$ cat config.mk
export PLATFORM = sky130hd
export DESIGN_NAME = ir_rgb_command_unit
export DESIGN_NICKNAME = d
export VERILOG_FILES = /design/src/rtl/ir_rgb_command_unit.sv
export SDC_FILE = /design/constraint.sdc
export NUM_CORES = 1
export LEC_CHECK = 0
export CORE_MARGIN = 3
export CORE_UTILIZATION = 47
export CTS_CLUSTER_DIAMETER = 40
export DETAILED_ROUTE_END_ITERATION = 16
export PLACE_DENSITY_LB_ADDON = 0.08
export SYNTH_ARGS = -nofsm -noshare
export SYNTH_HDL_FRONTEND = slang
export SYNTH_SLANG_ARGS = --single-unit
export TNS_END_PERCENT = 5
$ cat constraint.sdc
create_clock -name clk_in -period 2.5 [get_ports clk_in]
set_clock_uncertainty 0.1 [all_clocks]
set_input_delay 0.25 -clock clk_in [delete_from_list [all_inputs] [get_ports clk_in]]
set_output_delay 0.25 -clock clk_in [all_outputs]
set_load 0.005 [all_outputs]
$ cat src/rtl/ir_rgb_command_unit.sv
// IR NEC frame -> three 8-bit colour levels: decode/validate, saturating target update,
// optional fade engine compiled in with IR_FADE_EN.
module ir_rgb_command_unit #(
  parameter logic [15:0] ADDRESS     = 16'h57E3,
  parameter logic [7:0]  RESET_LEVEL = 8'd1,
  parameter logic [7:0]  COARSE_STEP = 8'd5,
  parameter int unsigned RAMP_DIV    = 100_000
) (
  input  logic        clk_in,
  input  logic        rst_in,
  input  logic [31:0] code_in,
  input  logic        new_code_in,
  output logic [7:0]  red_out,
  output logic [7:0]  green_out,
  output logic [7:0]  blue_out,
  output logic        cmd_ok_out,
  output logic [1:0]  err_out,
  output logic        busy_out
);

  typedef enum logic [1:0] {OP_ADD, OP_SUB, OP_CLR, OP_SET} op_e;

  typedef struct packed {
    logic [1:0] err;
    logic [1:0] ch;
    op_e        op;
    logic [7:0] amt;
  } dec_t;

  dec_t            dec_d, dec_q;
  logic            s1_vld;
  logic [2:0][7:0] tgt, tgt_nxt, stepped, lvl;

  // Stage 1: field split, error priority address > complement > unknown.
  always_comb begin
    logic [1:0] ch;
    op_e        op;
    logic       fine, known;
    ch    = 2'd0;
    op    = OP_ADD;
    fine  = 1'b0;
    known = 1'b1;
    case (code_in[15:8])
      8'h1E: ch = 2'd0;
      8'h1F: begin ch = 2'd0; fine = 1'b1; end
      8'h2C: begin ch = 2'd0; op = OP_SUB; end
      8'h2D: begin ch = 2'd0; op = OP_SUB; fine = 1'b1; end
      8'h46: ch = 2'd1;
      8'h47: begin ch = 2'd1; fine = 1'b1; end
      8'h32: begin ch = 2'd1; op = OP_SUB; end
      8'h33: begin ch = 2'd1; op = OP_SUB; fine = 1'b1; end
      8'h86: ch = 2'd2;
      8'h87: begin ch = 2'd2; fine = 1'b1; end
      8'hAA: begin ch = 2'd2; op = OP_SUB; end
      8'hAB: begin ch = 2'd2; op = OP_SUB; fine = 1'b1; end
      8'h0C: op = OP_CLR;
      8'h0D: op = OP_SET;
      default: known = 1'b0;
    endcase
    dec_d.ch  = ch;
    dec_d.op  = op;
    dec_d.amt = fine ? 8'd1 : COARSE_STEP;
    if (code_in[31:16] != ADDRESS)        dec_d.err = 2'b01;
    else if (code_in[15:8] != ~code_in[7:0]) dec_d.err = 2'b10;
    else if (!known)                      dec_d.err = 2'b11;
    else                                  dec_d.err = 2'b00;
  end

  // Stage 2: 9-bit arithmetic so the carry/borrow bit drives saturation.
  for (genvar i = 0; i < 3; i++) begin : g_ch
    logic [8:0] sum, dif;
    assign sum = {1'b0, tgt[i]} + {1'b0, dec_q.amt};
    assign dif = {1'b0, tgt[i]} - {1'b0, dec_q.amt};
    assign stepped[i] = (dec_q.op == OP_SUB) ? (dif[8] ? 8'h00 : dif[7:0])
                                             : (sum[8] ? 8'hFF : sum[7:0]);
  end

  always_comb begin
    tgt_nxt = tgt;
    if (s1_vld && dec_q.err == 2'b00) begin
      case (dec_q.op)
        OP_CLR:  tgt_nxt = '0;
        OP_SET:  tgt_nxt = {3{8'hFF}};
        default: for (int i = 0; i < 3; i++)
                   if (dec_q.ch == 2'(i)) tgt_nxt[i] = stepped[i];
      endcase
    end
  end

  always_ff @(posedge clk_in or posedge rst_in) begin
    if (rst_in) begin
      s1_vld     <= 1'b0;
      dec_q      <= '0;
      tgt        <= {3{RESET_LEVEL}};
      cmd_ok_out <= 1'b0;
      err_out    <= 2'b00;
    end else begin
      s1_vld     <= new_code_in;
      if (new_code_in) dec_q <= dec_d;
      tgt        <= tgt_nxt;
      cmd_ok_out <= s1_vld && (dec_q.err == 2'b00);
      err_out    <= s1_vld ? dec_q.err : 2'b00;
    end
  end

`ifdef IR_FADE_EN
  localparam int CW = (RAMP_DIV > 2) ? $clog2(RAMP_DIV) : 1;
  logic [CW-1:0] ramp_cnt;
  logic          wrap;
  assign wrap = (ramp_cnt == CW'(RAMP_DIV - 1));

  // Counter never restarts on retarget, so fade cadence stays regular.
  always_ff @(posedge clk_in or posedge rst_in) begin
    if (rst_in) begin
      ramp_cnt <= '0;
      lvl      <= {3{RESET_LEVEL}};
    end else begin
      ramp_cnt <= wrap ? '0 : ramp_cnt + CW'(1);
      if (wrap)
        for (int i = 0; i < 3; i++) begin
          if (lvl[i] < tgt[i])      lvl[i] <= lvl[i] + 8'd1;
          else if (lvl[i] > tgt[i]) lvl[i] <= lvl[i] - 8'd1;
        end
    end
  end

  assign busy_out = (lvl != tgt);
`else
  assign lvl      = tgt;
  assign busy_out = 1'b0;
`endif

  assign red_out   = lvl[0];
  assign green_out = lvl[1];
  assign blue_out  = lvl[2];

endmodule

==> results.txt, run 1 <==
Syn_nets = 458
Fraction of layout cells with a size suffix above 1 = 8.23%
Worst-path clk slew = 80 ps
Residual DRC count = 0
CTS buffer count = 5
LEAKAGE = 1.63 nW
Largest net degree at the start of global routing = 37
Synth async-reset ratio = 100%
TritonCTS clock tree = yes
Clock network power share = 30.6%
Path depth of the worst reg2reg path = 7
Commonest non-fill, non-tap cell in the layout = clkdlybuf4s50_1
CP Cell Sequence = ha_1, ha_1, nand2b_1, nand3_1, a41oi_1, o21ai_0, a32o_1
Routed length per instance = 16.6 um
Layout area overhead = 24.6%
CTS max path bufs = 2
Max-slew violations = 0
Worst path most repeated cell = ha_1
Antenna violations before repair = 0
Clock Sinks = 36
DR pass1 iterations = 4
Register area share after synthesis = 28.1%
Outcome = completed
Core Util, Final = 61.8%
Worst reg2reg startpoint = dec_q[0]
Worst Path Required = 2590 ps
# Max-Cap Violations = 0
CTS Hold Buffers Added = 0
# setup viols final = 0
Clk_lat worst skew = 290 ps
Post-layout total power = 1.47 mW
Via count = 3320
Worst EP arrival = 2450 ps
Power Density = 366 mW/mm2
Comb power frac = 25.7%
Reg area = 905 um2
Layout net count = 514
Port buffer count = 61
Synth unique cells = 68
Synthesized flop and latch total = 36
R2r setup slk = 140 ps
Die Y = 88.8 um
Core area = 0.00649 mm2
CTS HTree Levels = 2
Reg power frac = 43.7%
Die ar. = 0.00789 mm2
Vias in the first global route = 3089
Syn Area/Cell = 7.96 um2
DR vias/cell = 6.16
Unrepaired setup endpoints after global routing = no
Post-Syn Instances = 405
Die width = 88.8 um
GPL Wtd Cong = 0.907
CP peak stage delay = 530 ps
Slew headroom = 58.0%
Commonest cells after routing, fill and taps aside = clkdlybuf4s50_1, o21ai_0, nor2_1
Initial core utilization = 49.6%
Diode count = 0
Antenna viol nets, final = 0
Synth area leaders = dfrtp_1, ha_1, o21ai_0
DP HPWL = 6470 um
Maximum fanout along the worst path = 7
Final WL = 8970 um
Post_cts resized = 0
Internal = 1.02 mW
Final Critical Period = 2360 ps
Yosys warning count = 0
Most used DFF post-synth = dfrtp_1
Grt ovf = 0
Final count of hold timing violations = 0
Mapped Area = 0.00322 mm2
Root Driver = clkbuf_8
Postcts setup bufs = 0
Worst path slowest cell = dfrtp_1
DRT iter0 DRCs = 180
Yosys top cell area share = 25.6%
Critical R2R Capture = red_out[5]
# rows = 29
Switching share of power = 30.6%
Setup_tns = 0 ps
Startpoint Class = flip-flop
EDFF count, synth = 0
Worst VDD drop = 234 uV
Ports = 63
Worst hold path type = input pin to asynchronous set/reset pin
P_sw = 0.450 mW
Max Clk Rate = 424 MHz
Area of the multi-input gates = 0.00211 mm2
First-pass GRT wire length = 14900 um
Critical path class = flip-flop to flip-flop
CP Capture Type = flip-flop
Gr usage total = 23.5%
Worst slew pin tran = 624 ps
Yosys top cell by area = dfrtp_1
Filler cells = 567
Final worst path period share = 94.4%
per-stage QoR:
stage	area (um2)	hold slack, ps	std cells	worst slack, ps
after floorplan	3220	181	405	375
after global placement	3920	379	531	272
after detailed placement	3920	387	531	236
after CTS	4020	288	539	204
after global routing	4020	337	539	27.9
final	4020	254	539	139
power by group through the flow:
stage	Sequential (mW)	Combinational [mW]	Clock, mW
CTS	0.641	0.376	0.462
finish	0.642	0.377	0.450
detailed placement	0.653	0.371	0
global route	0.646	0.419	0.482
global placement	0.652	0.368	0
floorplan	0.640	0.225	0
synthesized netlist by cell type (3+ instances only):
library cell and number:
nand3_1 10, a21boi_0 5, xor2_1 10, xnor2_1 4, o21ai_0 39, nand4_1 6, o22ai_1 4, nor3b_1 3
nor2b_1 9, o21a_1 4, a31oi_1 11, and3b_1 3, nor2_1 34, clkbuf_1 18, inv_1 19, mux2i_1 9
o2111ai_1 5, nor3_1 14, dfstp_2 3, a211oi_1 4, and3_1 3, or3_1 3, dfrtp_1 33, o211ai_1 9
ha_1 18, nand3b_1 4, nand2b_1 7, a21o_1 4, nor4_1 7, or2_2 3, nand2_1 28, and2_1 3
buf_2 6, a21oi_1 18
worst max-delay path by stage:
| stage | start | to | slack (ps) | cells after the start |
|---|---|---|---|---|
| floorplan | dec_q[2] | green_out[3] | 370 | 9 |
| global placement | dec_q[0] | red_out[5] | 270 | 7 |
| detailed placement | dec_q[0] | red_out[5] | 240 | 7 |
| CTS | dec_q[0] | red_out[5] | 200 | 7 |
| global route | dec_q[0] | red_out[5] | 30 | 7 |
| finish | dec_q[0] | red_out[5] | 140 | 7 |
logic make-up (layout without fill, tap and decap cells):
family          Yosys count  in the layout  share of synthesized area (%)
mux                      10             10                           3.14
other cells               1              1                          0.116
xor+xnor                 14             14                           3.80
compound gates          135            135                           28.2
buf+inv                  49            106                           6.52
fa+ha+maj                18             18                           6.99
simple gates            142            142                           23.1
flops                    36             36                           28.1
layer usage:
layer	GRT usage [%]	vias up	wire length, um
li1	-	1614	-
met1	32.9	1561	4080
met4	6.46	0	161
met3	3.26	16	534
met5	0	-	0
met2	38.1	129	4190
layout make-up:
| class | instances | share of cell area [%] |
|---|---|---|
| Clock buffer | 6 | 2.06 |
| Clock inverter | 2 | 0.249 |
| Inverter | 20 | 1.87 |
| Multi-Input combinational cell | 320 | 52.5 |
| Sequential cell | 36 | 22.5 |
| Tap cell | 77 | 2.40 |
| Timing Repair Buffer | 78 | 18.4 |
state kept, by name, summed over array words and instances, names as in the netlist:
name	flops
s1_vld	1
dec_q	8
red_out	8
err_out	2
cmd_ok_out	1
green_out	8
blue_out	8
worst max-delay path: cells and delay by family (launching register included):
kind	cells	cell delay, ps
and+or+nand+nor	2	540
adders and majority gates	2	440
AOI/OAI and AO/OA	3	630
DFF	1	530
No activity file was read; power rests on OpenSTA's default activity.
==> run 2, diff against run 1 <==
--- a/config.mk
+++ b/config.mk
@@ -5,6 +5,7 @@
 export SDC_FILE = /design/constraint.sdc
 export NUM_CORES = 1
 export LEC_CHECK = 0
+export ABC_AREA = 1
 export CORE_MARGIN = 3
 export CORE_UTILIZATION = 47
 export CTS_CLUSTER_DIAMETER = 40
==> results.txt, run 2 <==
Path depth of the worst reg2reg path = 10 (+3)
Yosys top cell area share = 24.7% (-0.88 points)
Gr usage total = 22.1% (-1.5 points)
Layer with the highest usage = met2
Mapped Area = 0.00334 mm2 (+3.6%)
Grt ovf = 0 (unchanged)
CTS max path bufs = 2 (unchanged)
Die Y = 90.3 um (+1.6%)
Post_cts resized = 0 (unchanged)
Clk_lat worst skew = 290 ps (about the same)
Final WS setup = 356 ps (+217 ps)
Worst-path clk slew = 70 ps (about the same)
Layout area overhead = 22.5%
# Max-Cap Violations = 0 (unchanged)
Final count of hold timing violations = 0 (unchanged)
Ports = 63 (unchanged)
Residual DRC count = 0 (unchanged)
Initial core utilization = 48.9% (-0.76 points)
Synth unique cells = 36 (-47%)
Diode count = 0 (unchanged)
LEAKAGE = 2.03 nW (+25%)
Unrepaired setup endpoints after global routing = no
Yosys top cell by area = dfrtp_1
CP Capture Type = flip-flop
Worst EP arrival = 2260 ps (-190 ps)
Syn Area/Cell = 6.31 um2 (-21%)
R2r setup slk = 360 ps (+220 ps)
Yosys warning count = 0 (unchanged)
Final worst path period share = 85.7% (-8.7 points)
Antenna violations before repair = 0 (unchanged)
Worst VDD drop = 300 uV (+28%)
Worst path slowest cell = dfstp_2
Syn_nets = 582 (+27%)
Final cell count without fillers = 682 (+27%)
CTS HTree Levels = 2 (unchanged)
Post-route cell area = 0.00409 mm2 (+1.8%)
Power Density = 455 mW/mm2 (+24%)
Met2 global-route usage = 36.3% (-1.8 points)
Post-layout total power = 1.86 mW (+27%)
DP HPWL = 6640 um (+2.7%)
CTS Hold Buffers Added = 0 (unchanged)
Routed length per instance = 12.7 um (-24%)
Postcts setup bufs = 0 (unchanged)
Critical path class = flip-flop to flip-flop
Layout net count = 639 (+24%)
Commonest cells after routing, fill and taps aside = nand2_1, inv_1, nor2_1
Core area = 0.00683 mm2 (+5.2%)
Pre-CTS setup slack = 417 ps (+180 ps)
Most used DFF post-synth = dfrtp_1
Grt met1 use = 29.3% (-3.6 points)
DR vias/cell = 5.28 (-14%)
Synth area leaders = dfrtp_1, nand2_1, nand3_1
Vias in the first global route = 3344 (+8.3%)
Worst Path Required = 2610 ps (+20 ps)
Crit-path leading delay family = simple AND/OR/NAND/NOR gates
Synth top cells by count = nand2_1, inv_1, nor2_1
Clock Sinks = 36 (unchanged)
Port buffer count = 61 (unchanged)
Core Util, Final = 59.8% (-2.0 points)
CP peak stage delay = 550 ps (+20 ps)
Maximum fanout along the worst path = 4 (-3)
DRT iter0 DRCs = 191 (+6.1%)
Commonest non-fill, non-tap cell in the layout = nand2_1
Max Clk Rate = 466 MHz (+10%)
Met3 Track Usage GR = 4.33% (+1.1 points)
Hold_ws = 266 ps (+11.3 ps)
Slew headroom = 63.3% (+5.3 points)
First-pass GRT wire length = 15200 um (+2.0%)
GPL Wtd Cong = 0.923 (+1.7%)
# rows = 30 (+3.4%)
Post-Syn Instances = 529 (+31%)
CTS buffer count = 5 (unchanged)
Worst slew pin tran = 551 ps (-73.4 ps)
Max-slew violations = 0 (unchanged)
Worst reg2reg startpoint = red_out[0]
Synth async-reset ratio = 100% (unchanged)
DR pass1 iterations = 5 (+1)
Buf/Inv on CP = 1 (+1)
Largest net degree at the start of global routing = 37 (unchanged)
Synthesized flop and latch total = 36 (unchanged)
Post-DP Area = 0.00399 mm2 (+1.8%)
Outcome = completed
EDFF count, synth = 0 (unchanged)
CP Cell Sequence = inv_1, ha_1, ha_1, o21ai_0, nor2_1, nor2_2, nand3_1, nand2_1, nand2_1, a21oi_1
Die ar. = 0.00815 mm2 (+3.3%)
Register area share after synthesis = 27.1% (-0.97 points)
Cells after DPL = 675 (+27%)
# setup viols final = 0 (unchanged)
Critical R2R Capture = red_out[7]
Startpoint Class = flip-flop
Setup_tns = 0 ps (unchanged)
Count leader, synth = nand2_1
Via count = 3604 (+8.6%)
Worst hold path type = input pin to asynchronous set/reset pin
Root Driver = clkbuf_8
Die width = 90.3 um (+1.6%)
Final WL = 8680 um (-3.3%)
Final Critical Period = 2140 ps (-217 ps)
Fraction of layout cells with a size suffix above 1 = 5.46% (-2.8 points)
TritonCTS clock tree = yes
Antenna viol nets, final = 0 (unchanged)
[run 2: cell count changes after synthesis, moves of 17 or more]
| cell | change |
|---|---|
| nand3_1 | +41 |
| nor2_1 | +30 |
| clkbuf_1 | -17 |
| inv_1 | +45 |
| nand2_1 | +133 |
| o21ai_0 | -22 |
[run 2: worst max path at each step]
stage	depth (start not counted)	end	slack, ps	start
after floorplan	12	blue_out[4]	640	blue_out[0]
after global placement	10	red_out[4]	420	red_out[0]
after detailed placement	10	red_out[4]	420	red_out[0]
after CTS	10	red_out[4]	400	red_out[0]
after global routing	10	red_out[4]	170	red_out[0]
final	10	red_out[7]	360	red_out[0]
[run 2: metal layers]
layer	vias to the layer above	share of wire [%]
li1	1813	-
met1	1652	46
met2	128	47
met3	11	6.4
met4	0	1.2
met5	-	0
[run 2: worst register-to-register path: stages (launching register included)]
cell and delay (ps):
dfstp_2 550, inv_1 60, ha_1 210, ha_1 220, o21ai_0 250, nor2_1 140
nor2_2 170, nand3_1 110, nand2_1 90, nand2_1 50, a21oi_1 120
[run 2: final cells by class]
type                       instances  area, um2
clock buffer                       7       96.3
fill                             684       2740
inverter                          68        258
multi-input combinational        413       2090
sequential                        36        905
tap                               96        120
timing repair buffer              62        618
[run 2: cell families (layout without fill, tap and decap cells)]
logic type               count (synthesis)  count (layout)  share of synthesized area [%]
AND/OR/NAND/NOR                        322             322                           42.1
buffers and inverters                   80             137                           10.3
AO/OA/AOI/OAI                           60              60                           10.5
flip-flops                              36              36                           27.1
adder cells (fa/ha/maj)                 18              18                           6.75
XOR/XNOR                                12              12                           3.15
other                                    1               1                          0.112
[run 2: power by group]
part / switching (mW) / total (mW) / internal, mW / leakage, nW
registers: 0.0822 / 0.712 / 0.630 / 0.454
logic: 0.390 / 0.694 / 0.305 / 1.53
clock network: 0.208 / 0.453 / 0.246 / 0.0503
==> run 3, diff against run 2 <==
--- a/config.mk
+++ b/config.mk
@@ -11,6 +11,7 @@
 export CTS_CLUSTER_DIAMETER = 40
 export DETAILED_ROUTE_END_ITERATION = 16
 export PLACE_DENSITY_LB_ADDON = 0.08
+export SKIP_CTS_REPAIR_TIMING = 1
 export SYNTH_ARGS = -nofsm -noshare
 export SYNTH_HDL_FRONTEND = slang
 export SYNTH_SLANG_ARGS = --single-unit
==> results of run 3 <==
No change in the layout: final DEF, timing and power equal those of run 2.
